`config.mk`:
```
export PLATFORM = sky130hd
export DESIGN_NAME = cdb_arbiter_flat
export DESIGN_NICKNAME = d
export VERILOG_FILES = /design/src/rtl/cdb_arbiter_if.sv /design/src/rtl/cdb_arbiter.sv /design/src/flat_wrapper.sv
export SDC_FILE = /design/constraint.sdc
export NUM_CORES = 1
export LEC_CHECK = 0
export ABC_AREA = 0
export CAP_MARGIN = 10
export CORE_AREA = 2 2 226 228
export CTS_CLUSTER_DIAMETER = 80
export DETAILED_ROUTE_END_ITERATION = 12
export DIE_AREA = 0 0 228 230
export PLACE_DENSITY_LB_ADDON = 0.05
export SYNTH_ARGS = -nofsm -noshare
export SYNTH_HDL_FRONTEND = slang
export SYNTH_SLANG_ARGS = --single-unit
```
`constraint.sdc`:
```
create_clock -name clock -period 6.3 [get_ports clock]
set_input_delay 0.63 -clock clock [delete_from_list [all_inputs] [get_ports clock]]
set_output_delay 0.63 -clock clock [all_outputs]
set_load 0.01 [all_outputs]
```
`src/rtl/cdb_arbiter_if.sv`:
```
`default_nettype none
// ============================================================================
//  Module   : cdb_arbiter_if
//  Purpose  : Producer-side result channels and broadcast-side bus signals
//             of the common-data-bus arbiter, bundled for port connection.
//  Revision : 1.0 - initial release
// ============================================================================
interface cdb_arbiter_if #(
   parameter int NUM_SRC = 4,
   parameter int NUM_BUS = 2,
   parameter int DATA_W  = 32,
   parameter int ROB_W   = 3
);
   logic [NUM_SRC-1:0]        src_valid;
   logic [NUM_SRC-1:0]        src_ready;
   logic [NUM_SRC*ROB_W-1:0]  src_robNum;
   logic [NUM_SRC*DATA_W-1:0] src_data;
   logic [NUM_BUS-1:0]        iscast_out;
   logic [NUM_BUS*ROB_W-1:0]  robNum_out;
   logic [NUM_BUS*DATA_W-1:0] data_out;

   // Producers and bus consumers
   modport master (
      output src_valid, src_robNum, src_data,
      input  src_ready, iscast_out, robNum_out, data_out
   );

   // The arbiter itself
   modport slave (
      input  src_valid, src_robNum, src_data,
      output src_ready, iscast_out, robNum_out, data_out
   );
endinterface
`default_nettype wire

```
`src/rtl/cdb_arbiter.sv`:
```
`default_nettype none
// ============================================================================
//  Module   : cdb_arbiter
//  Purpose  : Buffers results from NUM_SRC functional units in per-source
//             FIFOs and broadcasts up to NUM_BUS of them per cycle on the
//             common data bus, granting sources in round-robin order.
//  Revision : 1.0 - initial release
// ============================================================================
module cdb_arbiter #(
   parameter int NUM_SRC    = 4,
   parameter int NUM_BUS    = 2,
   parameter int DATA_W     = 32,
   parameter int ROB_W      = 3,
   parameter int FIFO_DEPTH = 2
) (
   input  wire logic        clock,
   input  wire logic        reset,
   input  wire logic        flush,
   cdb_arbiter_if.slave     bus,
   output logic [15:0]      contention_cnt
);

   localparam int C_PTR_W = $clog2(FIFO_DEPTH);
   localparam int C_CNT_W = C_PTR_W + 1;
   localparam int C_SRC_W = $clog2(NUM_SRC);
   localparam int C_ENT_W = ROB_W + DATA_W;

   // FIFO storage: entry layout is {robNum, data}
   logic [C_ENT_W-1:0] r_mem   [NUM_SRC][FIFO_DEPTH];
   logic [C_PTR_W-1:0] r_wptr  [NUM_SRC];
   logic [C_PTR_W-1:0] r_rptr  [NUM_SRC];
   logic [C_CNT_W-1:0] r_count [NUM_SRC];

   logic [C_SRC_W-1:0]        r_rr;
   logic [NUM_BUS-1:0]        r_cast;
   logic [NUM_BUS*ROB_W-1:0]  r_rob;
   logic [NUM_BUS*DATA_W-1:0] r_data;
   logic [15:0]               r_cont;

   logic [NUM_SRC-1:0] w_nonempty;
   logic [NUM_SRC-1:0] w_ready;
   logic [NUM_SRC-1:0] w_push;
   logic [NUM_SRC-1:0] w_pop;
   logic [C_ENT_W-1:0] w_head    [NUM_SRC];
   logic [NUM_BUS-1:0] w_bus_vld;
   logic [C_SRC_W-1:0] w_bus_src [NUM_BUS];
   logic [C_ENT_W-1:0] w_bus_ent [NUM_BUS];
   logic [C_SRC_W-1:0] w_next_rr;
   logic               w_contend;

   for (genvar i = 0; i < NUM_SRC; i++) begin : g_src
      assign w_nonempty[i] = (r_count[i] != '0);
      // Ready looks only at occupancy; a full FIFO stays not-ready even while popping
      assign w_ready[i]    = (r_count[i] < C_CNT_W'(FIFO_DEPTH));
      assign w_push[i]     = bus.src_valid[i] & w_ready[i] & ~flush;
      assign w_head[i]     = r_mem[i][r_rptr[i]];
   end

   assign bus.src_ready  = w_ready;
   assign bus.iscast_out = r_cast;
   assign bus.robNum_out = r_rob;
   assign bus.data_out   = r_data;
   assign contention_cnt = r_cont;

   // Round-robin scan from r_rr: the first NUM_BUS non-empty sources get buses in scan order
   always_comb begin
      int idx;
      int ngrant;
      w_pop     = '0;
      w_bus_vld = '0;
      w_next_rr = r_rr;
      ngrant    = 0;
      for (int k = 0; k < NUM_BUS; k++) begin
         w_bus_src[k] = '0;
      end
      for (int j = 0; j < NUM_SRC; j++) begin
         idx = int'(r_rr) + j;
         if (idx >= NUM_SRC) begin
            idx = idx - NUM_SRC;
         end
         if (w_nonempty[idx] && (ngrant < NUM_BUS)) begin
            w_pop[idx]        = 1'b1;
            w_bus_vld[ngrant] = 1'b1;
            w_bus_src[ngrant] = C_SRC_W'(idx);
            w_next_rr         = (idx == NUM_SRC - 1) ? '0 : C_SRC_W'(idx + 1);
            ngrant            = ngrant + 1;
         end
      end
   end

   // Head entry selected for each bus, plus contention detection
   always_comb begin
      int nonempty_cnt;
      nonempty_cnt = 0;
      for (int k = 0; k < NUM_BUS; k++) begin
         w_bus_ent[k] = w_head[w_bus_src[k]];
      end
      for (int i = 0; i < NUM_SRC; i++) begin
         if (w_nonempty[i]) begin
            nonempty_cnt = nonempty_cnt + 1;
         end
      end
      w_contend = (nonempty_cnt > NUM_BUS);
   end

   // FIFO data array; contents need no reset since occupancy gates every read
   always_ff @(posedge clock) begin
      for (int i = 0; i < NUM_SRC; i++) begin
         if (w_push[i]) begin
            r_mem[i][r_wptr[i]] <= {bus.src_robNum[i*ROB_W +: ROB_W],
                                    bus.src_data[i*DATA_W +: DATA_W]};
         end
      end
   end

   // FIFO pointers and occupancy; flush empties every FIFO
   always_ff @(posedge clock or negedge reset) begin
      if (!reset) begin
         for (int i = 0; i < NUM_SRC; i++) begin
            r_wptr[i]  <= '0;
            r_rptr[i]  <= '0;
            r_count[i] <= '0;
         end
      end else begin
         for (int i = 0; i < NUM_SRC; i++) begin
            if (flush) begin
               r_wptr[i]  <= '0;
               r_rptr[i]  <= '0;
               r_count[i] <= '0;
            end else begin
               if (w_push[i]) begin
                  r_wptr[i] <= r_wptr[i] + 1'b1;
               end
               if (w_pop[i]) begin
                  r_rptr[i] <= r_rptr[i] + 1'b1;
               end
               r_count[i] <= r_count[i] + C_CNT_W'(w_push[i]) - C_CNT_W'(w_pop[i]);
            end
         end
      end
   end

   // Broadcast registers: valid for one cycle, payload holds when a bus is idle
   always_ff @(posedge clock or negedge reset) begin
      if (!reset) begin
         r_cast <= '0;
         r_rob  <= '0;
         r_data <= '0;
      end else if (flush) begin
         r_cast <= '0;
      end else begin
         for (int k = 0; k < NUM_BUS; k++) begin
            r_cast[k] <= w_bus_vld[k];
            if (w_bus_vld[k]) begin
               r_rob[k*ROB_W +: ROB_W]    <= w_bus_ent[k][C_ENT_W-1 -: ROB_W];
               r_data[k*DATA_W +: DATA_W] <= w_bus_ent[k][DATA_W-1:0];
            end
         end
      end
   end

   // Round-robin pointer and saturating contention counter; both frozen by flush
   always_ff @(posedge clock or negedge reset) begin
      if (!reset) begin
         r_rr   <= '0;
         r_cont <= '0;
      end else if (!flush) begin
         if (|w_bus_vld) begin
            r_rr <= w_next_rr;
         end
         if (w_contend && (r_cont != 16'hFFFF)) begin
            r_cont <= r_cont + 16'd1;
         end
      end
   end

endmodule
`default_nettype wire
```
`src/flat_wrapper.sv`:
```
// flat-port wrapper written by rule: the top's interface ports become plain ports
module cdb_arbiter_flat 
#(
   parameter int NUM_SRC    = 4,
   parameter int NUM_BUS    = 2,
   parameter int DATA_W     = 32,
   parameter int ROB_W      = 3,
   parameter int FIFO_DEPTH = 2
)
  (clock, reset, flush, contention_cnt, bus_src_valid, bus_src_robNum, bus_src_data, bus_src_ready, bus_iscast_out, bus_robNum_out, bus_data_out);
  cdb_arbiter_if #(.NUM_SRC(NUM_SRC), .NUM_BUS(NUM_BUS), .DATA_W(DATA_W), .ROB_W(ROB_W)) bus_i ();
  input  wire logic clock;
  input  wire logic reset;
  input  wire logic flush;
  output logic [15:0] contention_cnt;
  input wire logic [$bits(bus_i.src_valid)-1:0] bus_src_valid;
  input wire logic [$bits(bus_i.src_robNum)-1:0] bus_src_robNum;
  input wire logic [$bits(bus_i.src_data)-1:0] bus_src_data;
  output wire logic [$bits(bus_i.src_ready)-1:0] bus_src_ready;
  output wire logic [$bits(bus_i.iscast_out)-1:0] bus_iscast_out;
  output wire logic [$bits(bus_i.robNum_out)-1:0] bus_robNum_out;
  output wire logic [$bits(bus_i.data_out)-1:0] bus_data_out;
  assign bus_i.src_valid = bus_src_valid;
  assign bus_i.src_robNum = bus_src_robNum;
  assign bus_i.src_data = bus_src_data;
  assign bus_src_ready = bus_i.src_ready;
  assign bus_iscast_out = bus_i.iscast_out;
  assign bus_robNum_out = bus_i.robNum_out;
  assign bus_data_out = bus_i.data_out;
  cdb_arbiter #(.NUM_SRC(NUM_SRC), .NUM_BUS(NUM_BUS), .DATA_W(DATA_W), .ROB_W(ROB_W), .FIFO_DEPTH(FIFO_DEPTH)) u_core (.clock(clock), .reset(reset), .flush(flush), .bus(bus_i), .contention_cnt(contention_cnt));
endmodule
```
==> metrics.md, run 1 <==
| Metric | Value |
|---|---|
| CP endpoint kind | flip-flop |
| Tcrit/Tclk final | 86.3% |
| Async SR Flop Fraction | 27.5% |
| Multi-input logic area | 0.00809 mm2 |
| Largest net degree at the start of global routing | 94 |
| Antenna Violating Nets Remaining | 0 |
| Cell taking the most area after synthesis | edfxtp_1 |
| Worst-path cell chain | inv_1 > ha_1 > nor4b_1 > nor4_2 > buf_4 > ha_1 > nand2b_1 > buf_4 > inv_1 > fa_1 > nor3b_1 > and2_1 > buf_4 > a211oi_4 > buf_4 > a221o_1 > o221a_2 |
| Number of diodes | 0 |
| Max Clock Freq | 0.184 GHz |
| Drt drc | 0 |
| Cell area after synthesis | 0.0198 mm2 |
| Clock buffer depth | 3 |
| Hold Path Class | in2async |
| Synth Instances | 1574 |
| Num CTS Buffers | 44 |
| Critical Setup Path Class | reg2reg |
| Initial antenna violation count | 0 |
| Core Rows | 82 |
| Top cells by area, synth | edfxtp_1, dfrtp_1, mux2_2 |
| Setup total negative slack | 0 ns |
| Dpl hpwl | 46.0 mm |
| IO Pins | 239 |
| Worst EP arrival | 5.96 ns |
| CP required | 6.82 ns |
| Largest delay contributor family on the critical path | buffers and inverters |
| Max Cap Viol | 0 |
| Die W | 228 um |
| Share of layout cells above drive strength 1 | 16.0% |
| CP startpoint kind | flip-flop |
| Slew HR | 20.0% |
| Via density | 6.05 |
| Avg Cell Area, Syn | 12.6 um2 |
| Area Growth Syn to Fin | 22.5% |
| Reg-to-reg critical path endpoint | u_core.bus.data_out[48] |
| Postcts setup bufs | 0 |
| FILL cells | 4458 |
| CP Max Fanout | 37 |
| R2R depth | 17 |
| Nets | 1943 |
| First-pass DRT Iterations | 7 |
| Die area | 0.0524 mm2 |
| #FFs+latches synth | 386 |
| Minimum clock period | 5.44 ns |
| CORE AREA | 0.0499 mm2 |
| Post-Syn Nets | 1746 |
| Initial DRC count | 1337 |
| Status | finished, final reports clean |
| CP max stage delay | 0.82 ns |
| Ys flop type | edfxtp_1 |
| YS warnings | 0 |
| Die Ht | 230 um |
| CP max-delay cell | a211oi_4 |
| Critical R2R Launch | u_core.r_rr[1] |
| Worst Skew | 0.0148 ns |
| CTS tree | built |
| Most used cell, CP | buf_4 |
| Vias in the first global route | 14700 |
| Via Count | 15000 |
| Buffers added on ports | 238 |
| H-tree Lvls | 2 |
| Slew Viols, Final | 0 |
| Final GP Congestion | 0.852 |
| Clock-pin slew on the worst setup and hold paths | 0.06 ns |
| Worst-margin pin slew | 1.20 ns |
| Gr usage total | 25.4% |
| Final setup vio count | 0 |
| EDFF count, synth | 280 |
| RSZ-0062 raised after global routing | no |
| R2R setup slack | 0.86 ns |
| Grt total ovfl | 0 |
| Avg WL per Cell | 27.4 um |
| Hold Vio Cnt, Final | 0 |
| Worst-Skew Late Latency | 0.59 ns |
| Sequential fraction of the synthesis area | 56.0% |
| Reg area | 0.0111 mm2 |
| Post-CTS resize count | 0 |
| # hold bufs at CTS | 0 |
| First-pass GRT wire length | 99.8 mm |
| Clk root buf | clkbuf_16 |
| Post-Route WL | 68.0 mm |
| Clk sinks | 386 |
| Buffers and inverters on the worst path | 6 |
| Share of the synthesized area in the top cell type | 42.5% |
| Initial core utilization | 39.6% |
| Synth cell types | 76 |
==> placed cells by master, fill, tap and decap left out, types with 11 or more instances in the layout <==
master / Yosys / routed
ha_1: 24 / 24
mux2_2: 103 / 103
dfrtp_1: 106 / 103
o2111ai_1: 30 / 30
mux2i_1: 103 / 103
o221a_1: 24 / 24
buf_4: 8 / 38
nand4_1: 11 / 11
o22ai_1: 68 / 68
o21ai_0: 83 / 83
nand2_1: 97 / 97
nor2_1: 73 / 70
nand3_1: 16 / 16
xnor2_1: 27 / 27
inv_1: 25 / 24
a221o_1: 31 / 31
clkdlybuf4s50_1: 0 / 237
a21oi_1: 37 / 37
a22oi_1: 100 / 100
o211ai_1: 33 / 33
clkbuf_1: 74 / 13
clkbuf_16: 0 / 44
edfxtp_1: 280 / 280
o221a_2: 41 / 41
==> logic make-up after synthesis <==
group                    synth area share [%]
adder cells (fa/ha/maj)                  1.62
AO/OA/AOI/OAI                            19.8
XOR/XNOR                                 1.42
AND/OR/NAND/NOR                          6.17
flip-flops                               56.0
multiplexers                             11.4
buffers and inverters                    3.56
==> worst max path at each step <==
stage / slack [ns] / start / to / cells past startpoint
after CTS: 0.92 / u_core.r_rr[1] / u_core.bus.data_out[34] / 18
after floorplan: 1.03 / u_core.r_rr[0] / u_core.bus.data_out[62] / 20
after global routing: 0.58 / u_core.r_rr[1] / u_core.bus.data_out[48] / 17
after detailed placement: 0.98 / u_core.r_rr[1] / u_core.bus.data_out[34] / 18
after global placement: 1.03 / u_core.r_rr[1] / u_core.bus.data_out[32] / 18
final: 0.86 / u_core.r_rr[1] / u_core.bus.data_out[48] / 17
==> final cells by class <==
| type | instances | share of cell area (%) |
|---|---|---|
| Sequential cell | 386 | 45.7 |
| Multi-Input combinational cell | 1034 | 33.4 |
| Timing Repair Buffer | 279 | 11.3 |
| Clock buffer | 57 | 4.75 |
| Tap cell | 672 | 3.47 |
| Clock inverter | 23 | 0.930 |
| Inverter | 26 | 0.403 |
==> registers in the layout (all words and copies together), names as in the netlist, 4 cells and up <==
name	count
u_core.r_rptr	4
u_core.r_count	8
u_core.bus.data_out	64
u_core.r_wptr	4
u_core.bus.robNum_out	6
u_core.contention_cnt	16
u_core.r_mem	280
==> Yosys cell counts (25+ instances only) <==
library cell / n
a21oi_1: 37
a221o_1: 31
a22oi_1: 100
buf_2: 28
clkbuf_1: 74
dfrtp_1: 106
edfxtp_1: 280
inv_1: 25
mux2_2: 103
mux2i_1: 103
nand2_1: 97
nor2_1: 73
o2111ai_1: 30
o211ai_1: 33
o21ai_0: 83
o221a_2: 41
o22ai_1: 68
xnor2_1: 27
==> per-stage QoR <==
stage                     hold WS (ns)  cells  utilization [%]  setup slack, ns  instance area (um2)
after global routing             0.117   2477             48.5            0.581                24200
after floorplan                  0.334   1574                -             1.03                19800
after detailed placement         0.501   2397             45.8            0.977                22800
after global placement           0.488   2397             45.8             1.03                22800
after CTS                       0.0890   2477             48.5            0.921                24200
final                           0.0843   2477             48.5            0.863                24200
==> routing by layer <==
metal / GRT usage [%] / vias up / wire length (um)
met4: 10.9 / 0 / 2870
met2: 43.6 / 605 / 33900
met1: 32.7 / 7578 / 27700
met3: 2.94 / 116 / 3490
met5: 0 / - / 0
li1: - / 6697 / -
Power of run 1 is left out: the tool's default activity adds up to more than one toggle a clock period on the data nets, which glitch-free logic cannot reach.
==> inputs of run 2 (changes only) <==
--- a/config.mk
+++ b/config.mk
@@ -7,10 +7,10 @@
 export LEC_CHECK = 0
 export ABC_AREA = 0
 export CAP_MARGIN = 10
-export CORE_AREA = 2 2 226 228
+export CORE_AREA = 2 2 190 192
 export CTS_CLUSTER_DIAMETER = 80
 export DETAILED_ROUTE_END_ITERATION = 12
-export DIE_AREA = 0 0 228 230
+export DIE_AREA = 0 0 192 194
 export PLACE_DENSITY_LB_ADDON = 0.05
 export SYNTH_ARGS = -nofsm -noshare
 export SYNTH_HDL_FRONTEND = slang
==> run 2 against run 1 <==
Compared with the run above: first-iteration DRC count grew 33%; via count increased by 2.2%; flip-flop and latch count is the same; non-clock buffer count unchanged; critical path type unchanged; critical endpoint is now u_core.bus.data_out[59]; largest cell class unchanged.
==> metrics.md, run 2 (same netlist as run 1, synthesis figures left out) <==
| Metric | Value |
|---|---|
| Fin Hold WS | 0.0618 ns (was 0.0843 ns) |
| CP Max Fanout | 40 (was 37) |
| Drt drc | 0 (unchanged) |
| Critical Setup Path Class | reg2reg (unchanged) |
| Post-Route WL | 60.7 mm (was 68.0 mm) |
| H-tree Lvls | 2 (unchanged) |
| Status | finished, final reports clean (unchanged) |
| Max Clock Freq | 0.183 GHz (was 0.184 GHz) |
| Number of diodes | 0 (unchanged) |
| CORE AREA | 0.0352 mm2 (was 0.0499 mm2) |
| Reg area | 0.0111 mm2 (unchanged) |
| Placed Cells incl. Taps | 2186 (was 2397) |
| Initial DRC count | 1774 (was 1337) |
| Initial antenna violation count | 0 (unchanged) |
| Multi-input logic area | 0.00808 mm2 (was 0.00809 mm2) |
| First-pass DRT Iterations | 7 (unchanged) |
| Worst-margin pin slew | 1.07 ns (was 1.20 ns) |
| Clock buffer depth | 3 (unchanged) |
| CP max-delay cell | o211a_2 (was a211oi_4) |
| # hold bufs at CTS | 0 (unchanged) |
| First-pass GRT wire length | 90.3 mm (was 99.8 mm) |
| Worst-path cell chain | inv_2 > ha_1 > nor4b_1 > nor4_2 > ha_1 > nand2b_1 > inv_1 > fa_1 > nor3b_1 > nand2_1 > buf_4 > o211a_2 > buf_12 > a221o_1 > o221a_2 (was inv_1 > ha_1 > nor4b_1 > nor4_2 > buf_4 > ha_1 > nand2b_1 > buf_4 > inv_1 > fa_1 > nor3b_1 > and2_1 > buf_4 > a211oi_4 > buf_4 > a221o_1 > o221a_2) |
| Gr usage total | 32.4% (was 25.4%) |
| FILL cells | 2662 (was 4458) |
| CP startpoint kind | flip-flop (unchanged) |
| Buffers added on ports | 238 (unchanged) |
| Non-filler instance count after layout | 2262 (was 2477) |
| Final setup vio count | 0 (unchanged) |
| CTS tree | built (unchanged) |
| Slew HR | 28.3% (was 20.0%) |
| Grt total ovfl | 0 (unchanged) |
| Antenna Violating Nets Remaining | 0 (unchanged) |
| Slew Viols, Final | 0 (unchanged) |
| Die W | 192 um (was 228 um) |
| Largest net degree at the start of global routing | 65 (was 94) |
| Final GP Congestion | 0.964 (was 0.852) |
| CP endpoint kind | flip-flop (unchanged) |
| Minimum clock period | 5.48 ns (was 5.44 ns) |
| Crit path launch | u_core.r_rr[0] (was u_core.r_rr[1]) |
| Via Count | 15300 (was 15000) |
| RSZ-0062 raised after global routing | no (unchanged) |
| Worst Skew | 0.0265 ns (was 0.0148 ns) |
| Leading cell types in the layout, fill and taps excluded | edfxtp_1, clkdlybuf4s50_1, mux2_2, mux2i_1, dfrtp_1 (unchanged) |
| Avg WL per Cell | 26.8 um (was 27.4 um) |
| IO Pins | 239 (unchanged) |
| Clock-pin slew on the worst setup and hold paths | 0.06 ns (about the same) |
| Clk sinks | 386 (unchanged) |
| Hold Vio Cnt, Final | 0 (unchanged) |
| Tcrit/Tclk final | 86.9% (was 86.3%) |
| Max reg flops | 280 (unchanged) |
| Setup total negative slack | 0 ns (unchanged) |
| CP required | 6.82 ns (about the same) |
| Worst EP arrival | 6.00 ns (was 5.96 ns) |
| Hold Path Class | in2async (unchanged) |
| Dpl hpwl | 40.9 mm (was 46.0 mm) |
| Most common cell after layout, fill and taps aside | edfxtp_1 (unchanged) |
| Via density | 6.78 (was 6.05) |
| Max Cap Viol | 0 (unchanged) |
| Vias in the first global route | 15000 (was 14700) |
| Postcts setup bufs | 0 (unchanged) |
| Post-CTS resize count | 0 (unchanged) |
| Die area | 0.0372 mm2 (was 0.0524 mm2) |
| Die Ht | 194 um (was 230 um) |
| Clk root buf | clkbuf_16 (unchanged) |
| Core Rows | 69 (was 82) |
| Num CTS Buffers | 41 (was 44) |
| Initial core utilization | 56.1% (was 39.6%) |
| Worst-Skew Late Latency | 0.58 ns (was 0.59 ns) |
| Nets | 1940 (was 1943) |
| Critical R2R Launch | u_core.r_rr[0] (was u_core.r_rr[1]) |
| Share of layout cells above drive strength 1 | 16.2% (was 16.0%) |
| Area Growth Syn to Fin | 21.0% (was 22.5%) |
| Most used cell, CP | ha_1 (was buf_4) |
| CP max stage delay | 0.76 ns (was 0.82 ns) |
## run 2: path summary, 6_finish.rpt
check,slack (ns),end,cells after the start
max,0.82,u_core.bus.data_out[59],15
min,0.06,u_core.contention_cnt[13],1
max reg2reg,0.82,u_core.bus.data_out[59],15
min reg2reg,0.50,u_core.contention_cnt[10],1
max in group asynchronous,4.86,u_core.bus.data_out[18],2
min in group clock,0.50,u_core.contention_cnt[10],1
## run 2: final cells by class
| class | count | area share [%] |
|---|---|---|
| clock inverters | 15 | 0.581 |
| multi-input cells | 1034 | 33.8 |
| well taps | 461 | 2.41 |
| inverters | 26 | 0.408 |
| repair buffers | 279 | 11.3 |
| flip-flops and latches | 386 | 46.3 |
| clock buffers | 61 | 5.25 |
## run 2: metrics by stage
stage | setup WS, ns | utilization, % | cell area, um2
after global routing | 0.591 | 67.9 | 23900
after floorplan | 1.03 | - | 19800
after global placement | 1.07 | 63.9 | 22500
after CTS | 0.962 | 67.9 | 23900
final | 0.825 | 67.9 | 23900
after detailed placement | 0.982 | 63.9 | 22500
## run 2: metal layers
metal	track usage [%]	routed length, um	up-vias
met1	40.5	22500	7558
met4	19.3	3850	0
li1	-	-	6687
met5	0	0	-
met2	54.0	30000	900
met3	4.07	4430	182
## run 2: critical path: cells and delay by family, from the launching register on
family / cells / cell delay, ns
adders and majority gates: 3 / 1.48
AOI/OAI and AO/OA: 3 / 1.23
DFF: 1 / 0.59
buffers and inverters: 4 / 0.85
and+or+nand+nor: 5 / 1.20
Power of run 2 is left out for the same reason.
==> inputs of run 3 (changes only) <==
--- a/config.mk
+++ b/config.mk
@@ -7,11 +7,13 @@
 export LEC_CHECK = 0
 export ABC_AREA = 0
 export CAP_MARGIN = 10
-export CORE_AREA = 2 2 190 192
+export CORE_AREA = 2 2 185 187
 export CTS_CLUSTER_DIAMETER = 80
 export DETAILED_ROUTE_END_ITERATION = 12
-export DIE_AREA = 0 0 192 194
+export DIE_AREA = 0 0 187 189
+export GPL_ROUTABILITY_DRIVEN = 0
 export PLACE_DENSITY_LB_ADDON = 0.05
+export RECOVER_POWER = 100
 export SYNTH_ARGS = -nofsm -noshare
 export SYNTH_HDL_FRONTEND = slang
 export SYNTH_SLANG_ARGS = --single-unit
==> constraint.sdc (replaced) <==
create_clock -name clock -period 7 [get_ports clock]
set_input_delay 0.7 -clock clock [delete_from_list [all_inputs] [get_ports clock]]
set_output_delay 0.7 -clock clock [all_outputs]
set_load 0.01 [all_outputs]
==> run 3 against run 2 <==
Compared with the run above: the flow now finishes with violations (capacitance limit, slew limit); final cell count shrank 0.75%; sequential share of layout area grew 0.52 points; hold slack gained 0.43 ns; via count shrank 0.85%; worst setup slack is essentially flat; wire length shrank 5.1%; critical path type unchanged.
==> metrics.md, run 3 (same netlist as run 1, synthesis figures left out) <==
| Metric | Value |
|---|---|
| Slew Viols, Final | 340 (was 0) |
| Final setup vio count | 0 (unchanged) |
| Clk root buf | clkbuf_16 (unchanged) |
| R2R depth | 16 (was 15) |
| First-pass GRT wire length | 87.3 mm (was 90.3 mm) |
| Antenna Violating Nets Remaining | 0 (unchanged) |
| Nets | 1935 (was 1940) |
| Clock-pin slew on the worst setup and hold paths | 0.06 ns (about the same) |
| Worst Setup EP | u_core.bus.data_out[26] (was u_core.bus.data_out[59]) |
| Status | complete, but fails checks (was finished, final reports clean) |
| Crit path launch | u_core.r_rr[1] (was u_core.r_rr[0]) |
| Num CTS Buffers | 40 (was 41) |
| Worst Skew | 0.0213 ns (was 0.0265 ns) |
| Postcts setup bufs | 0 (unchanged) |
| Share of layout cells above drive strength 1 | 14.6% (was 16.2%) |
| Largest net degree at the start of global routing | 99 (was 65) |
| Area Growth Syn to Fin | 19.7% (was 21.0%) |
| RSZ-0062 raised after global routing | no (unchanged) |
| Drt drc | 0 (unchanged) |
| Initial DRC count | 2116 (was 1774) |
| CORE AREA | 0.0333 mm2 (was 0.0352 mm2) |
| Buffers added on ports | 238 (unchanged) |
| Gr usage total | 32.1% (was 32.4%) |
| Failing checks | capacitance limit, slew limit |
| Tcrit/Tclk final | 88.2% (was 86.9%) |
| Post-Route WL | 57.6 mm (was 60.7 mm) |
| Setup total negative slack | 0 ns (unchanged) |
| R2R setup slack | 0.82 ns (about the same) |
| Via density | 6.77 (was 6.78) |
| CP endpoint kind | flip-flop (unchanged) |
| Most common cell after layout, fill and taps aside | edfxtp_1 (unchanged) |
| CP startpoint kind | flip-flop (unchanged) |
| Clk sinks | 386 (unchanged) |
| Via Count | 15200 (was 15300) |
| Slew HR | -135% (was 28.3%) |
| CP Max Fanout | 24 (was 40) |
| Initial core utilization | 59.4% (was 56.1%) |
| Critical Setup Path Class | reg2reg (unchanged) |
| Hold Vio Cnt, Final | 0 (unchanged) |
| # hold bufs at CTS | 0 (unchanged) |
| Reg-to-reg critical path endpoint | u_core.bus.data_out[26] (was u_core.bus.data_out[59]) |
| Minimum clock period | 6.18 ns (was 5.48 ns) |
| Max Clock Freq | 0.162 GHz (was 0.183 GHz) |
| Dpl hpwl | 39.1 mm (was 40.9 mm) |
| Multi-input logic area | 0.00802 mm2 (was 0.00808 mm2) |
| Critical R2R Launch | u_core.r_rr[1] (was u_core.r_rr[0]) |
| Clock buffer depth | 3 (unchanged) |
| CTS tree | built (unchanged) |
| First-pass DRT Iterations | 6 (was 7) |
| Post-CTS resize count | 0 (unchanged) |
| Hold Path Class | reg2reg (was in2async) |
| H-tree Lvls | 2 (unchanged) |
| Leading cell types in the layout, fill and taps excluded | edfxtp_1, dlygate4sd3_1, mux2_2, mux2i_1, dfrtp_1 (was edfxtp_1, clkdlybuf4s50_1, mux2_2, mux2i_1, dfrtp_1) |
| Worst EP arrival | 6.64 ns (was 6.00 ns) |
| Die area | 0.0353 mm2 (was 0.0372 mm2) |
| IO Pins | 239 (unchanged) |
| Grt total ovfl | 0 (unchanged) |
| Worst-margin pin slew | 3.52 ns (was 1.07 ns) |
| Initial antenna violation count | 1 (was 0) |
| Die Ht | 189 um (was 194 um) |
| Max reg flops | 280 (unchanged) |
| Die W | 187 um (was 192 um) |
| Core Rows | 67 (was 69) |
| Max Cap Viol | 9 (was 0) |
| Reg area | 0.0111 mm2 (unchanged) |
| Avg WL per Cell | 25.6 um (was 26.8 um) |
| CP required | 7.47 ns (was 6.82 ns) |
| FILL cells | 2362 (was 2662) |
| Vias in the first global route | 14900 (was 15000) |
| Worst-Skew Late Latency | 0.54 ns (was 0.58 ns) |
run 3: layout make-up:
class,instances,area share (%)
Timing Repair Buffer,275,11.1
Inverter,26,0.413
Multi-Input combinational cell,1034,33.9
Clock inverter,20,0.661
Sequential cell,386,46.8
Antenna cell,2,0.0212
Tap cell,448,2.37
Clock buffer,54,4.72
run 3: metrics by stage:
stage               util, %  setup WS (ns)  instance area [um2]  std cells  hold slack [ns]
floorplan                 -           1.73                19800       1574            0.404
global placement       67.5           1.37                22500       2169            0.489
detailed placement     67.5           1.14                22500       2169            0.496
CTS                    71.3           1.11                23700       2243            0.242
global route           71.1          0.409                23600       2244            0.539
finish                 71.1          0.824                23700       2245            0.496
run 3: how the worst min path moves through the flow:
| stage | startpoint | endpoint | depth (start not counted) |
|---|---|---|---|
| global placement | u_core.contention_cnt[10] | u_core.contention_cnt[10] | 1 |
| CTS | reset | u_core.contention_cnt[4] | 1 |
| finish | u_core.contention_cnt[10] | u_core.contention_cnt[10] | 1 |
| floorplan | reset | u_core.bus.data_out[0] | 0 |
| detailed placement | u_core.contention_cnt[10] | u_core.contention_cnt[10] | 1 |
| global route | u_core.contention_cnt[10] | u_core.contention_cnt[10] | 1 |
run 3: critical path, cell delays in order, from the launching register on:
cell,delay [ns]
dfrtp_1,0.63
inv_1,0.30
ha_1,0.84
nor4b_1,0.19
nor4_2,0.31
buf_4,0.22
ha_1,0.27
nand2b_1,0.28
inv_1,0.17
fa_1,0.44
a211oi_1,0.51
nand2_1,0.34
nor2_2,0.77
buf_4,0.41
nand2_1,0.10
o21ai_0,0.09
o221a_2,0.21
run 3: per-layer routing:
layer / global-route usage [%] / up-vias / part of all wire [%] / wire length [um]
li1: - / 6682 / - / -
met1: 39.4 / 7424 / 36 / 20900
met2: 55.6 / 889 / 50 / 29100
met3: 4.36 / 202 / 7.5 / 4340
met4: 16.7 / 0 / 5.6 / 3240
met5: 0 / - / 0 / 0
Power of run 3 is left out for the same reason.
